## src/rtl/wb_stage_pkg.sv

```systemverilog
`default_nettype none
// ============================================================================
// Module   : wb_stage_pkg
// Brief    : Opcode constants, op-class bounds and FSM encoding for wb_stage.
// Revision : 1.0
// ============================================================================
package wb_stage_pkg;

    localparam logic [4:0] c_OP_ALU_MAX  = 5'b01110;
    localparam logic [4:0] c_OP_FLAG_MAX = 5'b01111;
    localparam logic [4:0] c_OP_CMP      = 5'b01111;
    localparam logic [4:0] c_OP_MOV      = 5'b10000;
    localparam logic [4:0] c_OP_LD       = 5'b10010;
    localparam logic [4:0] c_OP_STR      = 5'b10011;
    localparam logic [4:0] c_OP_MSR      = 5'b10100;
    localparam logic [4:0] c_OP_MRS      = 5'b10101;
    localparam logic [4:0] c_OP_PUSH     = 5'b10110;
    localparam logic [4:0] c_OP_POP      = 5'b10111;

    typedef enum logic [1:0] {
        ST_IDLE     = 2'd0,
        ST_MEM_STR  = 2'd1,
        ST_MEM_PUSH = 2'd2,
        ST_SP_WB    = 2'd3
    } wb_state_t;

endpackage
`default_nettype wire

```

## src/rtl/wb_op_decode.sv

```systemverilog
`default_nettype none
// ============================================================================
// Module   : wb_op_decode
// Brief    : Maps a core opcode onto the write-back effect classes.
// Revision : 1.0
// ============================================================================
module wb_op_decode
    import wb_stage_pkg::*;
(
    input  logic [4:0] op,
    output logic       is_reg,
    output logic       is_flag,
    output logic       is_str,
    output logic       is_push
);

    always_comb begin
        is_flag = (op <= c_OP_FLAG_MAX);
        is_str  = (op == c_OP_STR);
        is_push = (op == c_OP_PUSH);
        // CMP sits in the flag range but is excluded from the register range
        is_reg  = (op <= c_OP_ALU_MAX) ||
                  (op == c_OP_MOV) || (op == c_OP_LD)  ||
                  (op == c_OP_MSR) || (op == c_OP_MRS) ||
                  (op == c_OP_POP);
    end

endmodule
`default_nettype wire

```

## src/rtl/wb_stage.sv

```systemverilog
`default_nettype none
// ============================================================================
// Module   : wb_stage
// Brief    : Pipeline write-back stage with store back-pressure and PUSH SP update.
// Revision : 1.0
// ============================================================================
module wb_stage
    import wb_stage_pkg::*;
#(
    parameter int DW     = 16,
    parameter int RIDX_W = 5,
    parameter int SP_IDX = 14
) (
    input  logic              clk,
    input  logic              reset,
    input  logic              in_valid,
    output logic              in_ready,
    input  logic [4:0]        ex_wb_op,
    input  logic [DW-1:0]     ex_wb_result,
    input  logic [DW-1:0]     ex_wb_operand_b,
    input  logic [3:0]        ex_wb_nzcv,
    input  logic [RIDX_W-1:0] ex_wb_reg_idx_dst,
    input  logic              ex_wb_has_writeback,
    input  logic [DW-1:0]     sp_value,
    output logic              reg_w_en,
    output logic [RIDX_W-1:0] reg_w_idx,
    output logic [DW-1:0]     reg_w_data,
    output logic              flags_w_en,
    output logic [3:0]        flags,
    output logic              mem_w_valid,
    output logic [DW-1:0]     mem_w_addr,
    output logic [DW-1:0]     mem_w_data,
    input  logic              mem_w_ready,
    output logic              wb_ex_has_bypass,
    output logic [RIDX_W-1:0] wb_ex_bypass_reg,
    output logic [DW-1:0]     wb_ex_bypass_value
);

    localparam logic [RIDX_W-1:0] c_SP_REG = RIDX_W'(SP_IDX);
    localparam logic [DW-1:0]     c_ONE    = DW'(1);

    wb_state_t         r_state;
    wb_state_t         w_state_nxt;
    logic              w_is_reg;
    logic              w_is_flag;
    logic              w_is_str;
    logic              w_is_push;
    logic              w_accept;
    logic              w_reg_w_en_nxt;
    logic [RIDX_W-1:0] w_reg_w_idx_nxt;
    logic [DW-1:0]     w_reg_w_data_nxt;
    logic              w_flags_w_en_nxt;
    logic [3:0]        w_flags_nxt;
    logic              w_mem_w_valid_nxt;
    logic [DW-1:0]     w_mem_w_addr_nxt;
    logic [DW-1:0]     w_mem_w_data_nxt;

    wb_op_decode u_decode (
        .op      (ex_wb_op),
        .is_reg  (w_is_reg),
        .is_flag (w_is_flag),
        .is_str  (w_is_str),
        .is_push (w_is_push)
    );

    assign in_ready = (r_state == ST_IDLE);
    assign w_accept = in_valid & in_ready;

    assign wb_ex_has_bypass   = reg_w_en;
    assign wb_ex_bypass_reg   = reg_w_idx;
    assign wb_ex_bypass_value = reg_w_data;

    always_ff @(posedge clk or negedge reset) begin
        if (!reset) begin
            r_state     <= ST_IDLE;
            reg_w_en    <= 1'b0;
            reg_w_idx   <= '0;
            reg_w_data  <= '0;
            flags_w_en  <= 1'b0;
            flags       <= '0;
            mem_w_valid <= 1'b0;
            mem_w_addr  <= '0;
            mem_w_data  <= '0;
        end else begin
            r_state     <= w_state_nxt;
            reg_w_en    <= w_reg_w_en_nxt;
            reg_w_idx   <= w_reg_w_idx_nxt;
            reg_w_data  <= w_reg_w_data_nxt;
            flags_w_en  <= w_flags_w_en_nxt;
            flags       <= w_flags_nxt;
            mem_w_valid <= w_mem_w_valid_nxt;
            mem_w_addr  <= w_mem_w_addr_nxt;
            mem_w_data  <= w_mem_w_data_nxt;
        end
    end

    always_comb begin
        w_state_nxt       = r_state;
        w_reg_w_en_nxt    = 1'b0;
        w_reg_w_idx_nxt   = reg_w_idx;
        w_reg_w_data_nxt  = reg_w_data;
        w_flags_w_en_nxt  = 1'b0;
        w_flags_nxt       = flags;
        w_mem_w_valid_nxt = mem_w_valid;
        w_mem_w_addr_nxt  = mem_w_addr;
        w_mem_w_data_nxt  = mem_w_data;

        case (r_state)
            ST_IDLE: begin
                if (w_accept) begin
                    if (w_is_reg && ex_wb_has_writeback) begin
                        w_reg_w_en_nxt   = 1'b1;
                        w_reg_w_idx_nxt  = ex_wb_reg_idx_dst;
                        w_reg_w_data_nxt = ex_wb_result;
                    end
                    if (w_is_flag) begin
                        w_flags_w_en_nxt = 1'b1;
                        w_flags_nxt      = ex_wb_nzcv;
                    end
                    if (w_is_str) begin
                        w_mem_w_valid_nxt = 1'b1;
                        w_mem_w_addr_nxt  = ex_wb_result;
                        w_mem_w_data_nxt  = ex_wb_operand_b;
                        w_state_nxt       = ST_MEM_STR;
                    end
                    // The held store address doubles as the latched SP-1
                    if (w_is_push) begin
                        w_mem_w_valid_nxt = 1'b1;
                        w_mem_w_addr_nxt  = sp_value - c_ONE;
                        w_mem_w_data_nxt  = ex_wb_result;
                        w_state_nxt       = ST_MEM_PUSH;
                    end
                end
            end
            ST_MEM_STR: begin
                if (mem_w_ready) begin
                    w_mem_w_valid_nxt = 1'b0;
                    w_state_nxt       = ST_IDLE;
                end
            end
            ST_MEM_PUSH: begin
                if (mem_w_ready) begin
                    w_mem_w_valid_nxt = 1'b0;
                    w_reg_w_en_nxt    = 1'b1;
                    w_reg_w_idx_nxt   = c_SP_REG;
                    w_reg_w_data_nxt  = mem_w_addr;
                    w_state_nxt       = ST_SP_WB;
                end
            end
            ST_SP_WB: begin
                w_state_nxt = ST_IDLE;
            end
            default: begin
                w_state_nxt = ST_IDLE;
            end
        endcase
    end

endmodule
`default_nettype wire

```

## config.mk

```make
export PLATFORM = sky130hd
export DESIGN_NAME = wb_stage
export DESIGN_NICKNAME = d
export VERILOG_FILES = /design/src/rtl/wb_stage_pkg.sv /design/src/rtl/wb_op_decode.sv /design/src/rtl/wb_stage.sv
export SDC_FILE = /design/constraint.sdc
export NUM_CORES = 1
export LEC_CHECK = 0
export ABC_CLOCK_PERIOD_IN_PS = 1800
export BUFFER_PORTS_ARGS = -buffer_cell sky130_fd_sc_hd__buf_4
export CORE_MARGIN = 2
export CORE_UTILIZATION = 35
export CTS_BUF_LIST = sky130_fd_sc_hd__clkbuf_16
export CTS_CLUSTER_SIZE = 28
export DETAILED_ROUTE_END_ITERATION = 8
export PLACE_DENSITY = 0.74
export SETUP_SLACK_MARGIN = 0.15
export SLEW_MARGIN = 20
export SYNTH_ARGS = -nofsm -noshare
export SYNTH_HDL_FRONTEND = slang
export SYNTH_SLANG_ARGS = --single-unit
```

## constraint.sdc

```tcl
create_clock -name clk -period 1.8 [get_ports clk]
set_input_delay 0.09 -clock clk [delete_from_list [all_inputs] [get_ports clk]]
set_output_delay 0.09 -clock clk [all_outputs]
set_load 0.005 [all_outputs]
```

# Word-level counts from Yosys, hierarchy flattened
# Cells that the tools add are included.
# word_totals
ff_bits,62
latchBits,0
mem_bits_rw,0
mem_bits_ro,0
inputBits,67
out_inout_bits,83
mem_count,0
# classes
addsub,1
mul,0
div_mod_pow,0
order_cmp,2
n_eq_ne,16
n_shift,0
n_mux,30
n_bitwise,1
reduce_logical,16
# op_table
cell,n
16-bit 2-to-1 mux,7
5-bit == test (second input constant),7
16-bit one-hot mux with 2 select lines,1
16-bit by 1-bit subtractor with 16-bit output (second input constant),1
5-bit 2-to-1 mux,3
4-bit AND reduction,3
5-bit by 4-bit less-or-equal comparator with 1-bit output (second input constant),2
1-bit 2-to-1 mux,10
2-bit 2-to-1 mux,5
5-bit one-hot mux with 2 select lines,1
2-bit one-hot mux with 4 select lines,1
2-bit by 1-bit inequality test with 1-bit output (second input constant),3
3-bit AND reduction,2
2-bit nonzero test,3
1-bit logical OR,5
2-bit == test (second input constant),2
2-bit inequality test (second input constant),2
1-bit one-hot mux with 2 select lines,2
3-bit by 1-bit inequality test with 1-bit output (second input constant),1
2-bit by 1-bit == test with 1-bit output (second input constant),1
2-bit logical NOT,1
2-bit OR reduction,1
1-bit bitwise AND,1
1-bit logical AND,1

# Longest topological paths before layout
# logic_depth
ltp_word,10
depth_mapped,9
depth_no_buf,7

# By module
# From an unflattened synthesis, not the netlist that was laid out.
# hier_totals
cells_unflattened,350
area_unflattened_um2,3373.2
# by_module_without_submodules
mod,instances,cells_each,area_per_inst_um2,seq_area_each_um2
wb_stage,1,341,3303.2,1551.5
wb_op_decode,1,9,70.1,0.0

# Worst setup path before layout
# Ideal clock, no wire load.
# synth_path
kind,input -> register
from,input port sp_value[4]
to,register mem_w_addr[10]
setup_ns,0.126
arrival_ns,1.833
required_time_ns,1.674
setup_slack_ns,-0.159
path_stages,5
path_cell_list,or4_1 or3_4 or4_4 xnor2_2 a221o_1
# synth_between
elab_chain_cells,2
# synth_rtl
element,line_no,rtl
"start, declared",wb_stage.sv:24,"input logic [DW-1:0] sp_value,"
16-bit by 1-bit subtractor with 16-bit output,wb_stage.sv:129,w_mem_w_addr_nxt = sp_value - c_ONE;
16-bit 2-to-1 mux,wb_stage.sv:127,if (w_is_push) begin
"end signal, assigned",wb_stage.sv:92,mem_w_addr <= w_mem_w_addr_nxt;
"end, declared",wb_stage.sv:31,"output logic [DW-1:0] mem_w_addr,"
# No other way between the ends.
# A chain may end at the register's enable or synchronous reset.

# Worst setup path after layout
# Same ends and word-level chain as after synthesis.

==> key figures <==
Timing
  • Min Hold Slack: between 0.008 and 0.009 ns
  • Final worst-path cycle share: 0.983
  • Final min period: approximately 1.8 ns
  • Endpoints failing hold: 0
  • Fmax: around 570 MHz
  • Final count of pins violating max slew: 0
  • Final setup fails: 0
  • Slew @ Worst Pin: between 0.8 and 0.9 ns
  • Slew HR: 0.466
  • Final clock skew: 0.00656 ns
  • RSZ-0062 raised after global routing: true

Floorplan
  • IO Count: 150
  • Full die area: around 10,000 µm²
  • Starting Density: 0.364
  • FP Rows: 35
  • Area of the core: between 9000 and 10,000 µm²
  • Chip Width: between 100 and 150 µm
  • Die Y: 102 µm

Global routing
  • Busiest grt layer: met2
  • Met1 Usage GRT: 0.267
  • Vias in the first global route: 3,092
  • M2 GR Usage: 0.336
  • GR Layer Usage met3: 0.0363
  • Total congestion overflow: 0
  • Pin count of the biggest net entering global routing: between 60 and 70
  • GRT Overall Usage: 0.201
  • First-pass GRT wire length: roughly 16,000 µm
  • Initial antenna violation count: 0

Hold path
  • Worst min path class: in -> reg

Flow run
  • Max Cap Viol: 0

Yosys
  • Top FF cell, synth: dfrtp_1
  • Net count after synthesis: roughly 420
  • Post-synthesis sequential element count: 62
  • Gate Count Post-Synth: ~350
  • Mean post-synth cell area: approximately 9.8 µm²
  • Yosys cell types: 37
  • YS warnings: 0
  • Dominant cells by area after synthesis: dfrtp_1 (46%), mux2_2 (13%), nand2_1 (5.6%)
  • Sequential-to-total area share from yosys stat: 0.460
  • Post-synth EDFFs: 0
  • Share of synthesized registers carrying an async set or reset: 1.00
  • Most instantiated library cell after synthesis: dfrtp_1
  • Top cell type's share of synthesized area: 0.460
  • Cell taking the most area after synthesis: dfrtp_1
  • Cell Area, Synth: about 3400 µm²
  • Post-synth top cells: dfrtp_1 (62), nand2_1 (50), mux2_2 (39)

Worst setup path
  • Most used cell, CP: or4_4
  • Setup crit end kind: register
  • Startpoint Class: input pin
  • CP required: approximately 2 ns
  • CP Max Fanout: 2
  • Slowest cell on crit path: or4_4
  • Worst Setup Path Type: in -> reg
  • Worst path cell trace: buf_6, or4_4, or3_4, or4_4, xnor2_2, a221o_1
  • Arrival @ worst endpoint: between 1.5 and 2 ns
  • CP max stage delay: 0.53 ns

Clocking
  • Inserted Clock Buffers: 9
  • Clk Latency, worst-skew pair: 0.33 ns
  • Max clock buf depth: 2
  • H-Tree Depth: 3
  • Worst-path clk slew: around 0.05 ns
  • TritonCTS Sinks: 62
  • CTS tree: built
  • Clk root buf: clkbuf_16

Placement
  • Number of port buffers: between 100 and 150
  • Routability cong.: about 0.8
  • Final HPWL DP: 7380 µm

Routing
  • DRC violations left: 0
  • Routed wire length: 10,800 µm
  • Average routed wire per standard cell: between 15 and 20 µm
  • Via count: between 3,000 and 4,000
  • DR pass1 iterations: 5
  • Vias/cell: slightly above 5
  • Antenna-violating nets left: 0
  • 1st-iter DRT viols: roughly 160

Pwr
  • Pwr/cell area: roughly 1500 nW/µm²
  • Leak Pwr: 2.57 nW
  • Peak supply drop: around 0.61 mV

Finish
  • Layout area overhead: 58.2%
  • Antenna cell count: 0
  • Final core utilization: 0.575
  • Final #Nets: 582
  • Fraction of layout cells with a size suffix above 1: 0.508

Status
  • Status: finished clean
-- repair_timing --
action | 4_1_cts | 5_1_grt
gates cloned | 3 | 3
pin swaps | 2 | 5
resized for setup | 21 | 22
hold buffers | 5 | 0
endpoints found under the setup margin | 29 | 38
setup buffers | 5 | 5
endpoints found under the hold margin | 66 | 0
-- routing by layer --
metal,vias to the layer above,part of all wire
met5,-,0
met2,139,0.49
met3,17,0.068
met4,0,0.017
li1,1506,-
met1,1584,0.43
-- where the power goes --
group / switching (mW) / total (mW) / internal (mW)
Clock: 0.650 / 1.85 / 1.20
Combinational: 1.25 / 3.40 / 2.15
Sequential: 0.470 / 2.52 / 2.05
Total: 2.37 / 7.77 / 5.40
-- final timing paths --
path | end | startpoint | depth (start not counted) | slack (ns)
hold / removal | flags[1] | ex_wb_nzcv[1] | 2 | 0.008
min in group asynchronous | mem_w_addr[2] | reset | 2 | 0.40
hold reg to reg | mem_w_addr[4] | mem_w_addr[4] | 2 | 0.51
max in group asynchronous | mem_w_addr[9] | reset | 2 | 0.87
setup / recovery | mem_w_addr[10] | sp_value[4] | 6 | 0.03
setup reg to reg | reg_w_data[2] | r_state[0] | 6 | 0.13
-- critical path: cells and delay by family --
kind,cells,cell delay (ns)
and+or+nand+nor,3,1.32
AOI/OAI and AO/OA,1,0.31
xor gates and xnor gates,1,0.15
buffers and inverters,1,0.09
-- cell type report --
class | count | area, µm²
fillers | 806 | 3940
multi-input cells | 235 | 1650
repair buffers | 194 | 1630
flip-flops and latches | 62 | 1550
clock buffers | 9 | 225
well taps | 129 | 161
clock inverters | 7 | 88.8
inverters | 9 | 33.8
-- registers in the layout (all words and copies together) (netlist names) --
name	cells
reg_w_data	16
mem_w_valid	1
flags_w_en	1
mem_w_addr	16
reg_w_en	1
reg_w_idx	5
mem_w_data	16
r_state	2
flags	4
-- through the flow --
| step | power [mW] | setup slack (ns) | area [µm²] | instances | TNS, ns |
|---|---|---|---|---|---|
| 2_1_floorplan | 4.08 | -0.159 | 3420 | 346 | -0.159 |
| 3_3_place_gp | 5.46 | -0.337 | 4620 | 608 | -0.839 |
| 3_5_place_dp | 5.56 | -0.352 | 4620 | 608 | -0.875 |
| 4_1_cts | 7.69 | 0.0174 | 5150 | 637 | 0 |
| 5_1_grt | 8.26 | 0.0198 | 5340 | 645 | 0 |
| 6_report | 7.77 | 0.0307 | 5340 | 645 | 0 |
-- kinds of logic (layout without fill, tap and decap cells) --
kind of cell / Yosys count / after routing / synth area share
flip-flops: 62 / 62 / 0.460
AO/OA/AOI/OAI: 51 / 51 / 0.0938
adder cells (fa/ha/maj): 4 / 4 / 0.0148
buffers and inverters: 49 / 219 / 0.0801
AND/OR/NAND/NOR: 122 / 122 / 0.168
XOR/XNOR: 13 / 13 / 0.0360
multiplexers: 45 / 45 / 0.148
-- layout by cell type, fill, tap and decap left out, types with 3 or more instances in the layout --
cell | Yosys | routed
dfrtp_1 | 62 | 62
mux2i_1 | 6 | 6
mux2_2 | 39 | 36
nor2_1 | 34 | 31
nor3_1 | 5 | 4
nor4_1 | 4 | 3
buf_4 | 22 | 170
a21oi_1 | 7 | 7
nor2_2 | 0 | 3
o21ai_0 | 19 | 18
clkbuf_16 | 0 | 12
nand2_1 | 50 | 49
buf_6 | 0 | 11
xor2_1 | 4 | 4
and3_1 | 7 | 7
dlygate4sd3_1 | 0 | 5
mux2_4 | 0 | 3
buf_12 | 0 | 3
or3_1 | 3 | 3
inv_1 | 9 | 7
xnor2_1 | 8 | 8
a31oi_1 | 16 | 16
a221o_1 | 6 | 6
(Power assumes the default switching activity.)
